--- src/rtl/swo_decoder_if.sv ---
// Byte stream from the SWO decoder to the packet layer: valid/ready handshake.
interface swo_decoder_if;
  logic [7:0] out_data;
  logic       out_valid;
  logic       out_ready;

  modport master (output out_data, output out_valid, input out_ready);
  modport slave  (input out_data, input out_valid, output out_ready);
endinterface

--- src/rtl/swo_decoder.sv ---
// SWO receiver: Manchester or NRZ bit recovery, LSB-first byte framing and a
// small output FIFO with sticky overflow and framing-error pulse.
module swo_decoder #(
  parameter int unsigned CNT_W       = 16,
  parameter int unsigned FIFO_DEPTH  = 4,
  parameter int unsigned SYNC_STAGES = 2
) (
  input  logic             clk,
  input  logic             rst,
  input  logic             swo,
  input  logic             mode,
  input  logic [CNT_W-1:0] nrz_div,
  input  logic             ovf_clr,
  swo_decoder_if.master    pkt,
  output logic             overflow,
  output logic             err_frame,
  output logic [CNT_W-1:0] halfbit_len
);
  localparam int unsigned W  = CNT_W + 3;
  localparam int unsigned AW = $clog2(FIFO_DEPTH);

  localparam logic [2:0] S_IDLE       = 3'd0;
  localparam logic [2:0] S_HB_MEASURE = 3'd1;
  localparam logic [2:0] S_M_BITS     = 3'd2;
  localparam logic [2:0] S_N_START    = 3'd3;
  localparam logic [2:0] S_N_BITS     = 3'd4;
  localparam logic [2:0] S_N_STOP     = 3'd5;
  localparam logic [2:0] S_N_BREAK    = 3'd6;

  logic [SYNC_STAGES-1:0] sync_q;
  logic                   s, s_d, edg, rise, fall;
  logic                   mode_q;
  logic [2:0]             state;
  logic [CNT_W-1:0]       cnt, cnt_inc, half_m1, div_m1;
  logic [W-1:0]           cnt_w, cnt_p1, thr, tmo;
  logic [2:0]             bitcnt;
  logic [7:0]             data_sr, byte_w, push_data;
  logic                   push;

  logic [7:0]             mem [FIFO_DEPTH];
  logic [AW:0]            wr_ptr, rd_ptr;
  logic                   full, pop, push_ok;

  always_ff @(posedge clk or posedge rst) begin
    if (rst) begin
      sync_q <= '0;
      s_d    <= 1'b0;
    end else begin
      sync_q <= {sync_q[SYNC_STAGES-2:0], swo};
      s_d    <= s;
    end
  end

  assign s    = sync_q[SYNC_STAGES-1];
  assign edg  = s ^ s_d;
  assign rise = s & ~s_d;
  assign fall = ~s & s_d;

  assign cnt_inc = (&cnt) ? cnt : cnt + CNT_W'(1);
  assign cnt_w   = W'(cnt);
  assign cnt_p1  = cnt_w + W'(1);
  assign thr     = (W'(halfbit_len) << 1) - W'(1);
  assign tmo     = W'(halfbit_len) << 3;
  assign half_m1 = (nrz_div >> 1) - CNT_W'(1);
  assign div_m1  = nrz_div - CNT_W'(1);

  // Manchester takes the level before the mid-bit edge, NRZ the level at the sample.
  always_comb begin
    byte_w         = data_sr;
    byte_w[bitcnt] = mode_q ? s : s_d;
  end

  always_ff @(posedge clk or posedge rst) begin
    if (rst) begin
      mode_q      <= 1'b0;
      state       <= S_IDLE;
      cnt         <= '0;
      bitcnt      <= '0;
      data_sr     <= '0;
      push        <= 1'b0;
      push_data   <= '0;
      err_frame   <= 1'b0;
      halfbit_len <= '0;
    end else begin
      push      <= 1'b0;
      err_frame <= 1'b0;
      cnt       <= cnt_inc;
      mode_q    <= mode;
      if (mode != mode_q) begin
        state  <= S_IDLE;
        cnt    <= '0;
        bitcnt <= '0;
      end else begin
        case (state)
          S_IDLE: begin
            if (!mode_q && rise) begin
              state <= S_HB_MEASURE;
              cnt   <= '0;
            end else if (mode_q && fall) begin
              state <= S_N_START;
              cnt   <= '0;
            end
          end
          S_HB_MEASURE: begin
            if (edg) begin
              cnt <= '0;
              if (cnt_p1 < W'(2)) begin
                err_frame <= 1'b1;
                state     <= S_IDLE;
              end else begin
                halfbit_len <= (&cnt) ? '1 : cnt_p1[CNT_W-1:0];
                bitcnt      <= '0;
                state       <= S_M_BITS;
              end
            end
          end
          S_M_BITS: begin
            if (edg && cnt_p1 >= thr) begin
              cnt     <= '0;
              data_sr <= byte_w;
              bitcnt  <= bitcnt + 3'd1;
              if (bitcnt == 3'd7) begin
                push      <= 1'b1;
                push_data <= byte_w;
              end
            end else if (cnt_w > tmo) begin
              state     <= S_IDLE;
              cnt       <= '0;
              err_frame <= (bitcnt != 3'd0);
              bitcnt    <= '0;
            end
          end
          S_N_START: begin
            if (cnt == half_m1) begin
              cnt    <= '0;
              bitcnt <= '0;
              state  <= s ? S_IDLE : S_N_BITS;
            end
          end
          S_N_BITS: begin
            if (cnt == div_m1) begin
              cnt     <= '0;
              data_sr <= byte_w;
              bitcnt  <= bitcnt + 3'd1;
              if (bitcnt == 3'd7) state <= S_N_STOP;
            end
          end
          S_N_STOP: begin
            if (cnt == div_m1) begin
              cnt <= '0;
              if (s) begin
                push      <= 1'b1;
                push_data <= data_sr;
                state     <= S_IDLE;
              end else begin
                err_frame <= 1'b1;
                state     <= S_N_BREAK;
              end
            end
          end
          S_N_BREAK: begin
            if (s) begin
              state <= S_IDLE;
              cnt   <= '0;
            end
          end
          default: begin
            state <= S_IDLE;
            cnt   <= '0;
          end
        endcase
      end
    end
  end

  assign full    = (wr_ptr[AW] != rd_ptr[AW]) && (wr_ptr[AW-1:0] == rd_ptr[AW-1:0]);
  assign pop     = pkt.out_valid & pkt.out_ready;
  assign push_ok = push & (~full | pop);

  assign pkt.out_valid = (wr_ptr != rd_ptr);
  assign pkt.out_data  = mem[rd_ptr[AW-1:0]];

  always_ff @(posedge clk or posedge rst) begin
    if (rst) begin
      wr_ptr   <= '0;
      rd_ptr   <= '0;
      overflow <= 1'b0;
      for (int unsigned i = 0; i < FIFO_DEPTH; i++) mem[i] <= '0;
    end else begin
      if (push_ok) begin
        mem[wr_ptr[AW-1:0]] <= push_data;
        wr_ptr              <= wr_ptr + (AW+1)'(1);
      end
      if (pop) rd_ptr <= rd_ptr + (AW+1)'(1);
      if (push && !push_ok) overflow <= 1'b1;
      else if (ovf_clr)     overflow <= 1'b0;
    end
  end
endmodule
--- src/flat_wrapper.sv ---
// flat-port wrapper written by rule: the top's interface ports become plain ports
module swo_decoder_flat 
#(
  parameter int unsigned CNT_W       = 16,
  parameter int unsigned FIFO_DEPTH  = 4,
  parameter int unsigned SYNC_STAGES = 2
)
  (clk, rst, swo, mode, nrz_div, ovf_clr, overflow, err_frame, halfbit_len, pkt_out_data, pkt_out_valid, pkt_out_ready);
  swo_decoder_if pkt_i ();
  input  logic clk;
  input  logic rst;
  input  logic swo;
  input  logic mode;
  input  logic [CNT_W-1:0] nrz_div;
  input  logic ovf_clr;
  output logic overflow;
  output logic err_frame;
  output logic [CNT_W-1:0] halfbit_len;
  output wire logic [$bits(pkt_i.out_data)-1:0] pkt_out_data;
  output wire logic [$bits(pkt_i.out_valid)-1:0] pkt_out_valid;
  input wire logic [$bits(pkt_i.out_ready)-1:0] pkt_out_ready;
  assign pkt_out_data = pkt_i.out_data;
  assign pkt_out_valid = pkt_i.out_valid;
  assign pkt_i.out_ready = pkt_out_ready;
  swo_decoder #(.CNT_W(CNT_W), .FIFO_DEPTH(FIFO_DEPTH), .SYNC_STAGES(SYNC_STAGES)) u_core (.clk(clk), .rst(rst), .swo(swo), .mode(mode), .nrz_div(nrz_div), .ovf_clr(ovf_clr), .pkt(pkt_i), .overflow(overflow), .err_frame(err_frame), .halfbit_len(halfbit_len));
endmodule
--- config.mk ---
export PLATFORM = sky130hd
export DESIGN_NAME = swo_decoder_flat
export DESIGN_NICKNAME = d
export VERILOG_FILES = /design/src/rtl/swo_decoder_if.sv /design/src/rtl/swo_decoder.sv /design/src/flat_wrapper.sv
export SDC_FILE = /design/constraint.sdc
export NUM_CORES = 1
export LEC_CHECK = 0
export ABC_AREA = 1
export BUFFER_PORTS_ARGS = -buffer_cell sky130_fd_sc_hd__buf_2
export CAP_MARGIN = 20
export CELL_PAD_IN_SITES_DETAIL_PLACEMENT = 1
export CELL_PAD_IN_SITES_GLOBAL_PLACEMENT = 2
export CORE_UTILIZATION = 35
export DETAILED_ROUTE_END_ITERATION = 8
export GPL_ROUTABILITY_DRIVEN = 0
export GPL_TIMING_DRIVEN = 0
export PLACE_DENSITY = 0.77
export SKIP_LAST_GASP = 1
export SLEW_MARGIN = 20
export SYNTH_ARGS = -nofsm -noshare
export SYNTH_HDL_FRONTEND = slang
export SYNTH_SLANG_ARGS = --single-unit
export TNS_END_PERCENT = 1
--- constraint.sdc ---
create_clock -name clk -period 3.7 [get_ports clk]
set_clock_uncertainty 0.1 [all_clocks]
set_input_delay 0.37 -clock clk [delete_from_list [all_inputs] [get_ports clk]]
set_output_delay 0.37 -clock clk [all_outputs]
set_load 0.02 [all_outputs]
Yosys cells after proc, flatten, opt, wreduce, memory -nomap -nowiden
Index checks and enable logic that the tools add are counted.
{ "op_classes": {"addsub": 8, "n_lt_le_gt_ge": 8, "n_eq_ne": 29, "muxes": 68, "n_bitwise": 13, "reduce_logical": 22} }
{ "ops": {"columns": ["op", "count"], "rows": [
  ["$mux W16", 11],
  ["$pmux W16 S6", 1],
  ["$mux W8", 9],
  ["$mux W3", 19],
  ["$bwmux W32", 1],
  ["$eq A16 B16 Y1", 2],
  ["$pmux W8 S2", 2],
  ["$ne A3 B1 Y1 const B", 7],
  ["$pmux W3 S7", 1],
  ["$ge A19 B19 Y1", 1],
  ["$gt A16 B19 Y1", 1],
  ["$lt A19 B2 Y1 const B", 1],
  ["$sub A17 B1 Y18 const B", 1],
  ["$add A16 B1 Y17 const B", 1],
  ["$add A16 B1 Y16 const B", 1],
  ["$bmux W8 S2", 1],
  ["$demux W8 S2", 1],
  ["$mux W1", 16],
  ["$reduce_and A16 Y1", 1],
  ["$sub A15 B1 Y16 const B", 1],
  ["$sub A16 B1 Y16 const B", 1],
  ["$eq A3 B3 Y1 const B", 4],
  ["$pmux W3 S4", 1],
  ["$reduce_and A6 Y1", 2],
  ["32 further kinds", 61]
]} }
{ "totals": {"regBits": 99, "input_bits": 22, "word_cells": 166} }

Depth between registers and ports, before layout
{ "logic_depth": {"ltp_word": 8, "depth_mapped": 25} }

Worst setup path after synthesis
OpenSTA, ideal clock, no wires.
{ "synth_path": {"path_kind": "reg2reg", "from": "register u_core.halfbit_len[2]", "to": "register u_core.cnt[10]", "arrival_time_ns": 3.144, "required_time_ns": 3.528, "setup_slack_ns": 0.384, "stages_incl_launch_ff": 23, "cell_sequence": "dfrtp_1 > inv_1 > nand3_1 > nor3_1 > nand4_1 > nor3_1 > inv_1 > nor2_1 > xor2_1 > ha_1 > a21oi_1 > o21ai_0 > a21oi_1 > nand2_1 > nand2_1 > nand3b_1 > nand2_1 > buf_2 > buf_2 > nand3_1 > nand2_1 > nor3_1 > nor2_1"} }
{ "synth_between": {"elab_chain_cells": 6} }
{ "synth_rtl": {"columns": ["item", "line", "text"], "rows": [
  ["from (decl)", "swo_decoder.sv:17", "output logic [CNT_W-1:0] halfbit_len"],
  ["from (signal assigned)", "swo_decoder.sv:111", "halfbit_len <= (&cnt) ? '1 : cnt_p1[CNT_W-1:0];"],
  ["$sub A17 B1 Y18", "swo_decoder.sv:62", "assign thr = (W'(halfbit_len) << 1) - W'(1);"],
  ["$ge A19 B19 Y1", "swo_decoder.sv:118", "if (edg && cnt_p1 >= thr) begin"],
  ["$logic_and A1 B1 Y1", "swo_decoder.sv:118", null],
  ["$mux W16 (*)", "swo_decoder.sv:118", null],
  ["$pmux W16 S6 (*)", "swo_decoder.sv:94", "case (state)"],
  ["$mux W16 (*)", "swo_decoder.sv:89", "if (mode != mode_q) begin"],
  ["to (signal assigned)", "swo_decoder.sv:87", "cnt <= cnt_inc;"],
  ["to (decl)", "swo_decoder.sv:34", "logic [CNT_W-1:0] cnt, cnt_inc, half_m1, div_m1;"]
]} }
Mark *: on every way between the ends. The rest lies on a longest branch, timed or not.
A chain may end at the register's enable or synchronous reset.

Worst setup path in the final report
{ "layout_path": {"from": "register u_core.halfbit_len[5]", "to": "register u_core.cnt[6]"} }
Same word-level chain as after synthesis.

==> flow_metrics.tcl <==
set metrics [dict create \
    syn_inst 1242 \
    hold_start "mode" \
    cts.reportedPaths.clkPinSlew_ns 0.08 \
    finalSetupViolations 0 \
    synthArstFlopShare_pct 100.0 \
    hold_viol_final 0 \
    nNetsFinal 1394 \
    synth_most_common_cell "nand2_1" \
    synth_xor_area_share_pct 4.391 \
    die_height_um 156.7 \
    synth-simple-area-share_pct 36.07 \
    antenna_found_initial 0 \
    vdd_drop_max_uv 232.7 \
    slew_headroom_pct 40.69 \
    crit_top_cell "nor2_2" \
    slowest_delay_ns 0.47 \
    grt_use_met2_pct 40.85 \
    insertion_delay_ns 0.37 \
    worstSetupPathType "flip-flop to flip-flop" \
    cp_max_fo 10 \
    grtUsageMet3_pct 2.769 \
    diodes 0 \
    maxCapViolCount 0 \
    grt_start_max_net_pins 52 \
    synthFlopType "dfrtp_1" \
    status "completed" \
    seq_area_frac_synth_pct 29.57 \
    synthAdderAreaFrac_pct 6.871 \
    top_usage_layer "met2" \
    cp.required_ns 3.84 \
    synthTopCellsByArea "dfrtp_1 (30%), nand2_1 (14%), nand3_1 (9.1%)" \
    viasPerCell 5.096 \
    synth_area_mm2 0.008377 \
    ios 49 \
    slowest_stage "dfrtp_1" \
    synthesis.nets 1310 \
    synth-edff-count 0 \
    drcViolationCount 0 \
    crit_arrival_ns 3.77 \
    clockRootBuffer "clkbuf_16" \
    drive_gt1_share_pct 16.30 \
    synth_cell_type_count 44 \
    yosysTopAreaCellShare_pct 29.57 \
    maxSlewViolCount 0 \
    port_buffers 48 \
    max_freq_mhz 275.2 \
    gr-total-overflow 0 \
    timing.rr.end "u_core.cnt[6]" \
    synthMuxAreaShare_pct 4.302 \
    power_density_mw_per_mm2 468.4 \
    core-area_mm2 0.02347 \
    synth_top_family_by_area "simple AND/OR/NAND/NOR gates" \
    cts_tree "yes" \
    rsz0062_at_grt "true" \
    worst_pin_slew_ns 0.8863 \
    gr-usage-met1_pct 34.24 \
    syn_to_final_growth_pct 16.76 \
    start_util_pct 35.69 \
    wl_um 29150 \
    p_leak_nw 5.044 \
    yosysTopAreaCell "dfrtp_1" \
    wl_per_cell_um 17.67 \
    hpwlAfterDp_um 22540 \
    clockBufferDepth 2 \
    ant_nets 0 \
    reg2reg_from "u_core.halfbit_len[5]" \
    setup.worst_path.start_class "flip-flop" \
    crit_chain "nor2_2, nand4_1, nor2_2, nand3_2, nor2_4, nand2_2, nor2_2, xor2_1, inv_1, ha_4, nand3_4, nor2_2, nand3_1, nand2_1, nand2_1, nand3b_1, nand2_2, buf_6, buf_8, nand3_1, nand2_1, nor3_2, nor2_1" \
    final.fill_count 3058 \
    die_w_um 156.7 \
    drtPass1Iterations 5 \
    min_to "u_core.mode_q" \
    grt_pass1_wl_um 46910 \
    dieArea_mm2 0.02456 \
    row_count 56 \
    setup-tns-final_ns 0 \
    fin_ws_ns 0.06575 \
    path_buf_inv 3 \
    vias 8408 \
    reg2reg_depth 23 \
    synth_common_cells "nand2_1 (307), inv_1 (152), nand3_1 (152)" \
    min_period_ns 3.634 \
    first_global_vias 8575 \
    ys_ff_latch 99 \
    numCtsBuffers 9 \
    min_path_cells 1 \
    dp_slack_ns -0.5619 \
    synth-compound-area-share_pct 9.649 \
    cts.htree.levels 3 \
    critPathCaptureType "flip-flop" \
    numClockSinks 99 \
    hold_class "input port to flip-flop" \
    ff2ff_setup_slack_ns 0.07 \
    fin_crit_sh_pct 98.22 \
    avgSynthCellArea_um2 6.745 \
    drt-initial-drc-count 379 \
    cp_top_family "simple AND/OR/NAND/NOR gates" \
    ys_warn_count 0 \
    track_usage_pct 24.71 \
]
==> where the power goes <==
part	internal, mW	leakage [nW]	switching (mW)
Sequential	1.19	1.33	0.0990
Combinational	0.808	3.56	1.51
Clock	0.482	0.149	0.498
==> stage by stage <==
step	cell area, um2	instances	hold WS [ns]	total power [mW]	utilization (%)
final	9781	1650	0.03604	4.581	41.67
after global routing	9781	1650	0.04004	4.936	41.67
after CTS	9560	1641	0.02911	4.471	40.73
after detailed placement	9049	1610	0.2358	3.340	38.55
after global placement	9016	1609	0.2322	3.314	38.41
after floorplan	8377	1242	0.2312	2.692	-
==> flip-flops by register name, summed over array words and instances, names as in the netlist, 2 cells and up <==
| register | cells |
|---|---|
| u_core.mem | 32 |
| u_core.push_data | 8 |
| u_core.halfbit_len | 16 |
| u_core.data_sr | 8 |
| u_core.bitcnt | 3 |
| u_core.sync_q | 2 |
| u_core.rd_ptr | 3 |
| u_core.cnt | 16 |
| u_core.wr_ptr | 3 |
| u_core.state | 3 |
==> worst max path at each step <==
| stage | startpoint | end | slack, ns | cells past startpoint |
|---|---|---|---|---|
| after floorplan | u_core.halfbit_len[2] | u_core.cnt[10] | 0.38 | 22 |
| after global placement | rst | u_core.halfbit_len[14] | -0.75 | 2 |
| after detailed placement | u_core.halfbit_len[0] | u_core.cnt[13] | -0.56 | 24 |
| after CTS | u_core.halfbit_len[1] | u_core.data_sr[1] | -0.02 | 24 |
| after global routing | u_core.halfbit_len[1] | u_core.state[1] | -0.20 | 23 |
| final | u_core.halfbit_len[5] | u_core.cnt[6] | 0.07 | 23 |
==> cells by family (layout without fill, tap and decap cells) <==
group | Yosys count | count (layout)
buffers and inverters | 194 | 283
and+or+nand+nor | 689 | 689
xor gates and xnor gates | 42 | 42
adders and majority gates | 46 | 46
muxes | 32 | 32
DFF | 99 | 99
AOI/OAI and AO/OA | 140 | 140
==> what timing repair did <==
| item | in CTS | in global routing |
|---|---|---|
| hold buffers | 2 | 0 |
| setup buffers | 12 | 9 |
| endpoints found under the setup margin | 40 | 40 |
| pin swaps | 8 | 15 |
| hold endpoints to repair | 51 | 0 |
| cloned | 1 | 1 |
| resized for setup | 30 | 42 |
==> final cells by class <==
cell class / instances / area, um2 / share of cell area, %
tap: 319 / 399.1 / 4.081
buffer: 35 / 187.7 / 1.919
timing repair buffer: 74 / 467.9 / 4.784
multi-input combinational: 949 / 5343 / 54.62
sequential: 99 / 2484 / 25.39
clock inverter: 7 / 76.32 / 0.7804
clock buffer: 9 / 225.2 / 2.303
inverter: 158 / 598.1 / 6.115
==> per-layer routing <==
layer	up-vias	part of all wire, %
met4	0	1.2
li1	4224	-
met5	-	0
met1	4056	50
met2	105	47
met3	23	2.6
==> cells in the final DEF (no fill, tap or decap), drive strengths merged <==
master	netlist	final
nand2	312	312
nor2	162	162
inv	156	160
nand3	156	156
dfrtp	99	99
buf	12	84
o21ai	79	79
ha	46	46
mux2	32	32
clkbuf	24	32
a21oi	28	28
xor2	24	24
nor3	24	24
xnor2	18	18
nand4	18	18
o32ai	13	13
nand3b	8	8
o22ai	8	8
nor4	5	5
clkinv	2	5
a31oi	3	3
or2	2	2
o21bai	2	2
a21boi	2	2
dlygate4sd3	0	2
a22o	1	1
a211oi	1	1
nor3b	1	1
o21a	1	1
o2111ai	1	1
and3	1	1
o211a	1	1
Note: power is estimated with default switching activity, not from simulation.
